[config.mk]
export PLATFORM = sky130hd
export DESIGN_NAME = counter_seq_ctrl
export DESIGN_NICKNAME = d
export VERILOG_FILES = /design/src/rtl/counter_seq_ctrl.sv
export SDC_FILE = /design/constraint.sdc
export NUM_CORES = 1
export LEC_CHECK = 0
export BUFFER_PORTS_ARGS = -buffer_cell sky130_fd_sc_hd__buf_2
export CAP_MARGIN = 5
export CORE_AREA = 5 5 50 52
export DETAILED_ROUTE_END_ITERATION = 6
export DIE_AREA = 0 0 55 57
export GPL_TIMING_DRIVEN = 0
export PLACE_DENSITY_LB_ADDON = 0.08
export SLEW_MARGIN = 20
export SYNTH_ARGS = -nofsm -noshare
export SYNTH_HDL_FRONTEND = slang
export SYNTH_SLANG_ARGS = --single-unit
[constraint.sdc]
create_clock -name clock_n -period 1.6 [get_ports clock_n]
set_input_delay 0.08 -clock clock_n [delete_from_list [all_inputs] [get_ports clock_n]]
set_output_delay 0.08 -clock clock_n [all_outputs]
set_load 0.05 [all_outputs]
[src/rtl/counter_seq_ctrl.sv]
// Sequencer for a cascaded chain of counter_1b_full slices: it loads a preset, runs the
// chain, watches terminal count, and stops (one-shot) or reloads (periodic).
module counter_seq_ctrl #(
  parameter int WIDTH = 4,
  parameter int PER_W = 8
) (
  input  logic             clock_n,
  input  logic             reset,
  input  logic             start,
  input  logic             stop,
  input  logic             mode,
  input  logic             dir,
  input  logic [WIDTH-1:0] preset,
  input  logic             tc_in,
  output logic [WIDTH-1:0] data,
  output logic             load,
  output logic             hold_n,
  output logic             down_up,
  output logic             busy,
  output logic             done,
  output logic [PER_W-1:0] periods
);

  typedef enum logic [1:0] {
    S_IDLE = 2'd0,
    S_LOAD = 2'd1,
    S_RUN  = 2'd2,
    S_DONE = 2'd3
  } state_t;

  state_t             state;
  state_t             state_nxt;
  logic               mode_r;
  logic               mode_nxt;
  logic [WIDTH-1:0]   data_nxt;
  logic               down_up_nxt;
  logic [PER_W-1:0]   periods_nxt;
  logic               done_nxt;
  logic               chain_active_nxt;

  function automatic logic [PER_W-1:0] sat_inc(input logic [PER_W-1:0] v);
    logic [PER_W-1:0] r;
    if (&v) r = v;
    else    r = v + 1'b1;
    return r;
  endfunction

  always_comb begin
    state_nxt   = state;
    data_nxt    = data;
    down_up_nxt = down_up;
    mode_nxt    = mode_r;
    periods_nxt = periods;
    done_nxt    = 1'b0;
    case (state)
      S_IDLE: begin
        if (start) begin
          state_nxt   = S_LOAD;
          data_nxt    = preset;
          down_up_nxt = dir;
          mode_nxt    = mode;
          periods_nxt = '0;
        end
      end
      // The chain value is stale while loading, so tc_in is not looked at here.
      S_LOAD: begin
        state_nxt = stop ? S_IDLE : S_RUN;
      end
      // stop outranks a coincident terminal count: an abort never reports completion.
      S_RUN: begin
        if (stop) begin
          state_nxt = S_IDLE;
        end else if (tc_in) begin
          done_nxt    = 1'b1;
          periods_nxt = sat_inc(periods);
          state_nxt   = mode_r ? S_LOAD : S_DONE;
        end
      end
      S_DONE: begin
        state_nxt = S_IDLE;
      end
      default: begin
        state_nxt = S_IDLE;
      end
    endcase
  end

  assign chain_active_nxt = (state_nxt == S_LOAD) || (state_nxt == S_RUN);

  always_ff @(negedge clock_n or posedge reset) begin
    if (reset) begin
      state   <= S_IDLE;
      mode_r  <= 1'b0;
      data    <= '0;
      down_up <= 1'b0;
      periods <= '0;
      done    <= 1'b0;
      load    <= 1'b0;
      hold_n  <= 1'b0;
      busy    <= 1'b0;
    end else begin
      state   <= state_nxt;
      mode_r  <= mode_nxt;
      data    <= data_nxt;
      down_up <= down_up_nxt;
      periods <= periods_nxt;
      done    <= done_nxt;
      load    <= (state_nxt == S_LOAD);
      hold_n  <= chain_active_nxt;
      busy    <= chain_active_nxt;
    end
  end

endmodule
==> impl_metrics.yaml <==
timing:
  setup_viol: 17
  worst_hold_slack_ps: 439
  tns_ps: -3010
  rsz0062_at_grt: "true"
  worst_pin_slew_ps: 721
  slew_headroom: 0.519
  fin_ws_ps: -239
  clock_skew_ps: 0.938
  slew_violations: 0
  hold_violations: 0
place:
  placed_area_um2: 1130
  dp_hpwl_um: 1440
  globalplace.congestion: 0.707
  port_buffers: 27
  pre_cts_ws_ps: -316
synthesis:
  synthXorXnorAreaFrac: 0
  synth-compound-area-share: 0.106
  ys_ff_latch: 19
  syn_avg_cell_area_um2: 10.4
  synth_top_area_share: 0.521
  synth-async-reset-ratio: 1.00
  synth_mux_area_frac: 0.0439
  synthTopCellsByArea: "dfrtn_1 (52%), nand2_1 (9.5%), mux2i_1 (4.4%)"
  synthAdderAreaFrac: 0.0274
  synth-seq-area-share: 0.521
  synth_edf_count: 0
  yosys_warnings: 0
  synth.distinct_cells: 30
  synth_top_cell_by_area: "dfrtn_1"
  synth-simple-area-share: 0.250
  synth_top_family_by_area: "simple AND/OR/NAND/NOR gates"
  syn-num-nets: 101
  netlist_area_um2: 912
  synth_ff_type: "dfrtn_1"
  netlist_instances: 88
detailed_routing:
  vias: 832
  totalWireLength_um: 2180
  wl_per_cell_um: 13.1
  drc: 0
  drtPass1Iterations: 4
  ant_nets: 0
  drtIter0Drc: 14
  routed_via_density: 5.01
cts:
  htreeDepth: 1
  clock_latency_ps: 290
  cts_tree: "built"
  cts_max_path_buffers: 2
  path_clk_slew_ps: 70
  cts_sinks: 19
  root_buffer: "clkbuf_4"
  cts_buffers: 3
finish:
  fillers: 175
  seq_area_um2: 475
  antenna_cells: 0
  layout_common_cells: "nand2_1 (22), buf_6 (20), dfrtn_1 (19), buf_4 (19), buf_2 (10)"
  drive_above_1_share: 0.478
  area_growth_pct: 56.2
  final_common_cell: "nand2_1"
  nets: 152
  finalInstanceArea_um2: 1430
  multi_input_area_um2: 437
  utilization: 0.691
worst_setup_path:
  crit_arrival_ps: 1760
  start_kind: "flop"
  crit_type: "flop to output port"
  worstPathRequired_ps: 1520
  cp_max_fo: 2
  cp-end-kind: "output port"
power_and_ir_drop:
  p_per_area_nw_per_um2: 1060
  comb_power_share: 0.429
  power.internal_mw: 0.927
  leakage_nw: 0.722
  p_switching_mw: 0.584
  seqPwrFrac: 0.409
  clkPwrFrac: 0.162
  ir_worst_vdd_v: 0.000876
  swShare: 0.386
run_status:
  status: "finished with violations"
  violations: "negative setup slack"
die:
  die_width_um: 55
  initial_utilization: 0.442
  ioPinCount: 28
  num_rows: 17
  core_area_um2: 2060
  die_h_um: 57
  dieArea_um2: 3140
min_path:
  hold_path.class: "flop to flop"
global_routing:
  overflow: 0
  grt_pass1_wl_um: 3620
  antenna_found_initial: 0
  grt.total_usage: 0.156
  grt_max_degree: 20
  grt_pass1_vias: 806
run:
  maxCapViolations: 0
[final timing paths]
check	start	endpoint	slack (ps)	depth (start not counted)
max	busy	hold_n	-240	2
min	data[3]	data[3]	440	2
max reg2reg	periods[0]	periods[4]	150	6
min reg2reg	data[3]	data[3]	440	2
max in group asynchronous	reset	periods[7]	540	2
min in group asynchronous	reset	mode_r	580	2
[area by class of cell]
class / instances / area share
flip-flops and latches: 19 / 0.334
well taps: 28 / 0.0246
plain buffers: 4 / 0.0272
multi-input cells: 60 / 0.306
inverters: 5 / 0.0132
repair buffers: 46 / 0.277
clock buffers: 4 / 0.0184
[layer usage]
| layer | share of wire | global-route usage | vias to the layer above |
|---|---|---|---|
| li1 | - | - | 410 |
| met1 | 0.40 | 0.196 | 394 |
| met2 | 0.53 | 0.257 | 24 |
| met3 | 0.048 | 0.0287 | 4 |
| met4 | 0.014 | 0.0625 | 0 |
| met5 | 0 | 0 | - |
[Yosys cell counts (2+ instances only)]
cell type	count
mux2i_1	4
a31oi_1	2
buf_2	2
and3_1	2
a211oi_1	3
and4_1	3
ha_1	2
nand2_1	23
inv_1	4
a21oi_1	3
nor2_1	2
dfrtn_1	19
nand3_1	2
[cell families (layout without fill, tap and decap cells)]
kind of cell / count (synthesis) / after routing
buf+inv: 9 / 59
compound gates: 13 / 13
mux: 4 / 4
fa+ha+maj: 2 / 2
simple gates: 41 / 41
flops: 19 / 19
[flip-flops by register name, indices dropped and copies added (netlist names)]
register / count
periods: 8
data: 4
state: 2
busy: 1
done: 1
down_up: 1
load: 1
mode_r: 1
[through the flow]
stage,total power [mW],instances
2_1_floorplan,0.997,88
3_3_place_gp,1.10,143
3_5_place_dp,1.12,143
4_1_cts,1.48,156
5_1_grt,1.59,166
6_report,1.51,166
[worst max-delay path, stage by stage (launching register included)]
cell	delay, ps
dfrtn_1	430
buf_6	100
buf_8	130
[what timing repair did]
action / CTS / global route
endpoints found under the hold margin: 0 / 0
hold buffers: 0 / 0
pin swaps: 0 / 5
setup endpoints to repair: 17 / 20
gates resized for setup: 34 / 5
cloned: 0 / 1
buffers inserted: 9 / 9
[power groups by stage]
stage          Combinational [mW]  Sequential, mW  Clock, mW
2_1_floorplan               0.183           0.814          0
3_3_place_gp                0.490           0.613          0
3_5_place_dp                0.498           0.618          0
4_1_cts                     0.605           0.618      0.259
5_1_grt                     0.689           0.631      0.275
6_report                    0.649           0.618      0.245
No activity file was read; power rests on OpenSTA's default activity.
